File: src/rtl/expr_emitter_pkg.sv
// Shared constants for the expression emitter: ASCII characters, FSM state
// encodings and the operator bit encoding.
package expr_emitter_pkg;

   localparam logic [7:0] CH_ZERO = 8'h30;
   localparam logic [7:0] CH_PLUS = 8'h2B;
   localparam logic [7:0] CH_STAR = 8'h2A;
   localparam logic [7:0] CH_BAD  = 8'h3F;

   localparam logic [1:0] ST_IDLE  = 2'd0;
   localparam logic [1:0] ST_DIGIT = 2'd1;
   localparam logic [1:0] ST_OP    = 2'd2;

   localparam logic OP_PLUS = 1'b0;
   localparam logic OP_STAR = 1'b1;

   function automatic logic [7:0] op_char(input logic op);
      return (op == OP_STAR) ? CH_STAR : CH_PLUS;
   endfunction

endpackage

File: src/rtl/expr_emitter_bcd_to_ascii.sv
// Combinational BCD digit to ASCII character; non-decimal codes map to '?'
// and raise bad.
module bcd_to_ascii
   import expr_emitter_pkg::*;
(
   input  logic [3:0] d,
   output logic [7:0] ch,
   output logic       bad
);

   always_comb begin
      bad = (d > 4'd9);
      ch  = bad ? CH_BAD : (CH_ZERO + {4'h0, d});
   end

endmodule

File: src/rtl/expr_emitter.sv
// Serializes digit (op digit)* into an ASCII byte stream, one character per
// enabled clock, framed by a start/busy/done handshake.
module expr_emitter
   import expr_emitter_pkg::*;
#(
   parameter int MAX_OPND = 8,
   parameter int LEN_W    = 4
)(
   input  logic                  clk,
   input  logic                  clr,
   input  logic                  start,
   input  logic                  en,
   input  logic [LEN_W-1:0]      len,
   input  logic [4*MAX_OPND-1:0] digits,
   input  logic [MAX_OPND-2:0]   ops,
   output logic [7:0]            out,
   output logic                  valid,
   output logic                  busy,
   output logic                  done,
   output logic                  err
);

   localparam int IDX_W = (MAX_OPND > 1) ? $clog2(MAX_OPND) : 1;

   logic [1:0]            st;
   logic [IDX_W-1:0]      idx;
   logic [LEN_W-1:0]      len_q;
   logic [4*MAX_OPND-1:0] dig_q;
   logic [MAX_OPND-2:0]   ops_q;

   logic [3:0] cur_d;
   logic [7:0] cur_ch;
   logic       cur_bad;
   logic       len_ok;
   logic       last;

   // Operand 0 is emitted on the accepting edge, before the latch holds it,
   // so IDLE reads the live input instead of the latched copy.
   always_comb begin
      cur_d = digits[3:0];
      if (st != ST_IDLE) begin
         for (int i = 0; i < MAX_OPND; i++) begin
            if (idx == IDX_W'(i)) cur_d = dig_q[4*i +: 4];
         end
      end
      len_ok = (len != '0) && (len <= LEN_W'(MAX_OPND));
      last   = (LEN_W'(idx) == (len_q - LEN_W'(1)));
   end

   bcd_to_ascii u_b2a (
      .d   (cur_d),
      .ch  (cur_ch),
      .bad (cur_bad)
   );

   always_ff @(posedge clk) begin
      if (st == ST_IDLE && start && len_ok) begin
         len_q <= len;
         dig_q <= digits;
         ops_q <= ops;
      end
   end

   always_ff @(posedge clk or posedge clr) begin
      if (clr) begin
         st    <= ST_IDLE;
         idx   <= '0;
         out   <= 8'h00;
         valid <= 1'b0;
         busy  <= 1'b0;
         done  <= 1'b0;
         err   <= 1'b0;
      end else begin
         valid <= 1'b0;
         done  <= 1'b0;
         case (st)
            ST_IDLE: begin
               if (start) begin
                  if (len_ok) begin
                     out   <= cur_ch;
                     valid <= 1'b1;
                     err   <= cur_bad;
                     if (len == LEN_W'(1)) begin
                        done <= 1'b1;
                     end else begin
                        busy <= 1'b1;
                        idx  <= IDX_W'(1);
                        st   <= ST_OP;
                     end
                  end else begin
                     err  <= 1'b1;
                     done <= 1'b1;
                  end
               end
            end
            ST_OP: begin
               if (en) begin
                  out   <= op_char(ops_q[idx - IDX_W'(1)]);
                  valid <= 1'b1;
                  st    <= ST_DIGIT;
               end
            end
            ST_DIGIT: begin
               if (en) begin
                  out   <= cur_ch;
                  valid <= 1'b1;
                  if (cur_bad) err <= 1'b1;
                  if (last) begin
                     busy <= 1'b0;
                     done <= 1'b1;
                     st   <= ST_IDLE;
                  end else begin
                     idx <= idx + IDX_W'(1);
                     st  <= ST_OP;
                  end
               end
            end
            default: st <= ST_IDLE;
         endcase
      end
   end

endmodule

File: config.mk
export PLATFORM = sky130hd
export DESIGN_NAME = expr_emitter
export DESIGN_NICKNAME = d
export VERILOG_FILES = /design/src/rtl/expr_emitter_pkg.sv /design/src/rtl/expr_emitter_bcd_to_ascii.sv /design/src/rtl/expr_emitter.sv
export SDC_FILE = /design/constraint.sdc
export NUM_CORES = 1
export LEC_CHECK = 0
export ABC_AREA = 0
export BUFFER_PORTS_ARGS = -buffer_cell sky130_fd_sc_hd__clkbuf_2
export CAP_MARGIN = 0
export CELL_PAD_IN_SITES_DETAIL_PLACEMENT = 2
export CELL_PAD_IN_SITES_GLOBAL_PLACEMENT = 2
export CORE_MARGIN = 5
export CORE_UTILIZATION = 39
export CTS_CLUSTER_DIAMETER = 60
export DETAILED_ROUTE_END_ITERATION = 10
export PLACE_DENSITY = 0.87
export SLEW_MARGIN = 20
export SYNTH_ARGS = -nofsm -noshare
export SYNTH_HDL_FRONTEND = slang
export SYNTH_SLANG_ARGS = --single-unit
File: constraint.sdc
create_clock -name clk -period 4.8 [get_ports clk]
set_input_delay 0.72 -clock clk [delete_from_list [all_inputs] [get_ports clk]]
set_output_delay 0.72 -clock clk [all_outputs]
set_load 0.01 [all_outputs]
* Word level (Yosys, flattened, before mapping) *
Cells that the tools add are included.

operators by class
  equal/unequal tests = 19
  multiplexer cells = 52
  reductions and logical operators = 15
  add/subtract/negate cells = 4
  $lt $le $gt $ge = 3

operators with widths
  kind                                                         count
  2-to-1 mux 8 bit                                             5
  2-to-1 mux 4 bit                                             9
  one-hot mux 8 bit (3 select lines)                           1
  2-to-1 mux 1 bit                                             19
  != test 2 bit (second input constant)                        8
  2-to-1 mux 3 bit                                             5
  equality test 3 bit (second input constant)                  4
  2-to-1 mux 2 bit                                             6
  AND reduction 6 bit                                          2
  AND reduction 5 bit                                          2
  one-hot mux 1 bit (2 select lines)                           4
  adder 6 x 4 -> 7 bit (first input constant)                  1
  equality test 3 x 2 -> 1 bit (second input constant)         2
  one-hot mux 2 bit (3 select lines)                           1
  one-hot mux 3 bit (2 select lines)                           1
  equality test 3 x 4 -> 1 bit                                 1
  equality test 4 x 1 -> 1 bit (second input constant)         1
  > comparator 4 bit (second input constant)                   1
  <= comparator 4 bit (second input constant)                  1
  less-than comparator 3 x 4 -> 1 bit (second input constant)  1
  AND reduction 4 bit                                          1
  nonzero test 2 bit                                           2
  nonzero test 4 bit                                           1
  subtractor 4 x 1 -> 4 bit (second input constant)            1
  11 further kinds                                             13

storage, ports and cells
  input bits = 47
  flip-flop bits (word level) = 60
  output and inout port bits = 12
  logic and storage cells = 103

* Longest topological paths before layout *
  word-level depth = 15
  depth in mapped cells = 10
  gate-level depth less buffers = 8

* Cells and area by module *
A second synthesis with hierarchy kept.

unflattened totals
  cell total of the unflattened synthesis = 250
  area total of the unflattened synthesis = 2980.4 sq um

modules (own cells, without submodules)
  module        times used  seq. area each (sq um)  cells an instance  area an instance (sq um)
  expr_emitter  1           1716.6                  239                2907.8
  bcd_to_ascii  1           0.0                     11                 72.6

* Worst setup path after synthesis *
No wires, ideal clock.

  kind = input-to-reg
  start point = input port len[2]
  end point = register dig_q[0], enable pin
  arrival = 2.959 ns
  data required time = 4.355 ns
  slack = 1.396 ns
  buffers on the path = 0
  setup time = 0.445 ns
  stages on the path = 3
  cells stage by stage = o31ai_1 nand2_1 nor2_1

between the ends
  longest elaborated chain between the ends = 3
  elaborated cells between the ends (all ways) = 4
  those cells by class = 1 x order compare; 3 x reduce/logical

ends and longest elaborated chain
  element                                                           RTL line            source
  from (decl)                                                       expr_emitter.sv:13  input logic [LEN_W-1:0] len,
  <= comparator 4 bit / nonzero test 4 bit (equally long branches)  expr_emitter.sv:46  len_ok = (len != '0) && (len <= LEN_W'(MAX_OPND));
  logical AND 1 bit *                                               expr_emitter.sv:46
  logical AND 1 bit *                                               expr_emitter.sv:57  if (st == ST_IDLE && start && len_ok) begin
  to (signal assigned)                                              expr_emitter.sv:59  dig_q <= digits;
  to (decl)                                                         expr_emitter.sv:28  logic [4*MAX_OPND-1:0] dig_q;

Every way passes the cells marked *; elsewhere a longest branch is shown, timed or not.
A chain may end at the register's enable or synchronous reset.

* Worst setup path after layout *
  start point = register idx[2]
  end point = register out[1]

between the ends
  longest elaborated chain between the ends = 15
  elaborated cells between the ends (all ways) = 24
  those cells by class = 1 x add/sub; 1 x order compare; 7 x eq/ne; 14 x mux; 1 x reduce/logical

ends and longest elaborated chain
  element                                                            RTL line                                                          source
  from (decl)                                                        expr_emitter.sv:26                                                logic [IDX_W-1:0] idx;
  from (signal assigned)                                             expr_emitter.sv:113                                               idx <= idx + IDX_W'(1);
  logical NOT 3 bit                                                  expr_emitter.sv:43                                                if (idx == IDX_W'(i)) cur_d = dig_q[4*i +: 4];
  2-to-1 mux 4 bit (7 in a row)                                      expr_emitter.sv:43
  2-to-1 mux 4 bit *                                                 expr_emitter.sv:43
  2-to-1 mux 4 bit *                                                 expr_emitter.sv:41                                                if (st != ST_IDLE) begin
  adder 6 x 4 -> 7 bit / > comparator 4 bit (equally long branches)  expr_emitter_bcd_to_ascii.sv:13, expr_emitter_bcd_to_ascii.sv:12
  2-to-1 mux 8 bit *                                                 expr_emitter_bcd_to_ascii.sv:13                                   ch = bad ? CH_BAD : (CH_ZERO + {4'h0, d});
  2-to-1 mux 8 bit                                                   expr_emitter.sv:79                                                if (len_ok) begin
  2-to-1 mux 8 bit                                                   expr_emitter.sv:78                                                if (start) begin
  one-hot mux 8 bit (3 select lines) *                               expr_emitter.sv:76                                                case (st)
  to (signal assigned)                                               expr_emitter.sv:80                                                out <= cur_ch;
  to (signal assigned)                                               expr_emitter.sv:98                                                out <= op_char(ops_q[idx - IDX_W'(1)]);
  to (signal assigned)                                               expr_emitter.sv:105                                               out <= cur_ch;
  to (decl)                                                          expr_emitter.sv:16                                                output logic [7:0] out,

Every way passes the cells marked *; elsewhere a longest branch is shown, timed or not. The select of a mux whose other input is x is not followed.

==> metrics.yaml <==
power_and_ir_drop:
  swShare_pct: 39.3
  p_comb_share_pct: 43.5
  power.density_mw_per_mm2: 636
  p_int_mw: 1.38
  power_mw: 2.27
  irDropWorstVdd_mv: 0.236
  p_leak_nw: 1.42
  pwr-share-clk_pct: 24.3
  p_switching_mw: 0.891
  power_frac_seq_pct: 32.1
drt:
  ant_nets: 0
  drt-pass1-iter-count: 4
  drc: 0
  vias_per_cell: 5.38
  via_count: 2205
  wire_per_inst_um: 20.6
  initialDrtViolationCount: 85
  wl_um: 8450
worst_setup_path:
  ff2ff_path_depth: 8
  crit_required_ns: 5.01
  cp-start-kind: "register"
  crit_type: "register to register"
  startpoint: "idx[2]"
  rrSetupSlack_ns: 1.81
  worstReg2RegStart: "idx[2]"
  arrival_ns: 3.20
  endpoint: "out[1]"
  end_kind: "register"
  cp_max_fo: 24
  r2r_end: "out[1]"
synthesis:
  syn_area_mm2: 0.00297
  seq_area_frac_synth_pct: 56.1
  async_flop_share_pct: 25.9
  synth_ff_type: "edfxtp_1"
  synth_xor_area_share_pct: 1.77
  yosys_warnings: 0
  ys_ff_latch: 58
  synth_edf_count: 43
  synthAdderAreaFrac_pct: 5.05
  syn_area_per_cell_um2: 11.9
  synth-compound-area-share_pct: 18.0
  ys_types: 55
  synth_top_family_by_area: "compound AO/OA/AOI/OAI gates"
  syn_inst: 250
  synth-simple-area-share_pct: 10.7
  synthMuxAreaShare_pct: 2.48
grt:
  grtUsageTotal_pct: 18.8
  grt_pass1_wl_um: 13800
  grt_pass1_vias: 2497
  overflow: 0
  grt_max_degree: 28
  antenna_found_initial: 0
clocking:
  hold_buffers: 0
  post_cts_buffers: 0
  numCtsBuffers: 9
  ctsHtreeMaxLevel: 3
  clockRootBuffer: "clkbuf_8"
  numClockSinks: 58
  cts_tree: "done"
  clkSlewWorstSetupHoldPaths_ns: 0.08
  ctsResizeCount: 0
  clock_latency_ns: 0.35
  clk_path_buf_depth: 2
timing:
  fin_crit_ns: 2.99
  timing.setup.tns_ns: 0
  skew_ns: 0.0110
  worstMarginPinSlew_ns: 0.877
  maxSlewHeadroom_pct: 41.5
  period_share_pct: 62.3
  final-max-slew-violation-count: 0
  setup_viol: 0
  timing.fmax_mhz: 334
  finalHoldViolations: 0
  rsz0062_at_grt: "no"
final_layout:
  finalNetCount: 365
  drive_above_1_share_pct: 26.7
  areaGrowthSynthToFinish_pct: 19.9
  n_antenna_cell: 0
place:
  dp_hpwl_um: 6110
  place.port_buffers: 56
  gp_congestion: 0.777
run:
  maxCapViolations: 0
die:
  die_area_mm2: 0.00947
  start_util_pct: 40.5
  fp.dieW_um: 97.3
  boundaryPins: 59
  std_cell_rows: 31
  chipHeight_um: 97.3
  core_area_mm2: 0.00733
status:
  status: "completed"
worst_hold_path:
  hp-class: "input port to asynchronous set/reset pin"
==> final cells by class <==
type | instances | area (µm²)
clock buffers | 9 | 124
clock inverters | 7 | 118
fillers | 744 | 3770
inverters | 21 | 81.3
multi-input cells | 159 | 1140
flip-flops and latches | 58 | 1670
well taps | 99 | 124
repair buffers | 57 | 308
==> cell usage after synthesis (3+ instances only) <==
cell	count	area, µm²
edfxtp_1	43	1290
inv_1	20	75.1
a21oi_1	18	90.1
nand2_1	18	67.6
dfrtp_1	15	375
ha_1	12	150
nor2_1	11	41.3
o21ai_1	9	45.0
nand2b_1	7	43.8
nor2b_1	6	37.5
o21ai_0	6	30.0
buf_2	5	25.0
nand3_1	5	25.0
nand3b_1	5	37.5
xnor2_1	5	43.8
a31oi_1	4	25.0
buf_6	4	45.0
mux2i_1	4	40.0
o31ai_1	4	30.0
a211oi_1	3	22.5
a221oi_1	3	26.3
==> metrics by stage <==
| step | cell area (µm²) | utilization [%] | worst slack (ns) | instances | hold WS, ns |
|---|---|---|---|---|---|
| 3_3_place_gp | 3290 | 44.9 | 2.04 | 393 | 0.453 |
| 2_1_floorplan | 2980 | - | 1.40 | 251 | 0.504 |
| 6_report | 3560 | 48.6 | 1.81 | 410 | 0.430 |
| 3_5_place_dp | 3320 | 45.3 | 1.90 | 394 | 0.456 |
| 5_1_grt | 3560 | 48.6 | 1.63 | 410 | 0.486 |
| 4_1_cts | 3560 | 48.6 | 1.83 | 410 | 0.439 |
==> power by group through the flow <==
stage / combinational (mW) / clock (mW) / sequential (mW)
CTS: 0.993 / 0.565 / 0.730
global placement: 0.900 / 0 / 0.730
detailed placement: 0.966 / 0 / 0.738
finish: 0.987 / 0.552 / 0.729
floorplan: 0.725 / 0 / 0.722
global route: 1.08 / 0.589 / 0.740
==> worst min-delay path by stage <==
stage	start	endpoint	slack, ns	cells past startpoint
after floorplan	out[5]	out[5]	0.50	1
after global placement	out[5]	out[5]	0.45	1
after detailed placement	out[5]	out[5]	0.46	1
after CTS	clr	busy	0.44	2
after global routing	clr	busy	0.49	2
final	clr	busy	0.43	2
==> layer usage <==
layer	share of wire (%)	global-route usage, %	vias to the layer above
met4	3.3	10.1	0
li1	-	-	1029
met3	3.2	3.59	19
met1	43	22.3	1098
met5	0	0	-
met2	51	32.2	59
==> worst max-delay path, stage by stage (launching register included) <==
cell and delay [ns]:
dfrtp_1 0.92, inv_4 0.14, ha_1 0.43, nand2b_1 0.26, a2bb2oi_1 0.17, o221ai_1 0.19
o2111ai_1 0.21, a311oi_1 0.41, o21ai_1 0.10
==> state kept, by name, summed over array words and instances, names as in the netlist <==
signal and flops:
len_q 4, busy 1, out 6, idx 3
err 1, done 1, valid 1, dig_q 32
ops_q 7, st 2
==> logic make-up (layout without fill, tap and decap cells) <==
family	after synthesis	after routing
mux	6	6
other cells	1	2
compound gates	72	72
xor+xnor	6	6
flops	58	58
simple gates	61	61
buf+inv	34	94
fa+ha+maj	12	12
==> layout by cell type, fill, tap and decap left out, types with 3 or more instances in the layout <==
| cell | Yosys | final |
|---|---|---|
| mux2i_1 | 4 | 4 |
| nor2_1 | 11 | 10 |
| nand3_1 | 5 | 5 |
| clkbuf_8 | 0 | 9 |
| o31ai_1 | 4 | 4 |
| nand2b_1 | 7 | 7 |
| a31oi_1 | 4 | 4 |
| xnor2_1 | 5 | 5 |
| clkbuf_2 | 0 | 56 |
| nand3b_1 | 5 | 5 |
| o21ai_1 | 9 | 9 |
| ha_1 | 12 | 12 |
| a221oi_1 | 3 | 3 |
| edfxtp_1 | 43 | 43 |
| bufinv_16 | 0 | 3 |
| o21ai_0 | 6 | 6 |
| a21oi_1 | 18 | 18 |
| nand2_1 | 18 | 18 |
| nor2b_1 | 6 | 6 |
| inv_1 | 20 | 20 |
| dfrtp_1 | 15 | 15 |
| a211oi_1 | 3 | 3 |
Note: power is estimated with default switching activity, not from simulation.
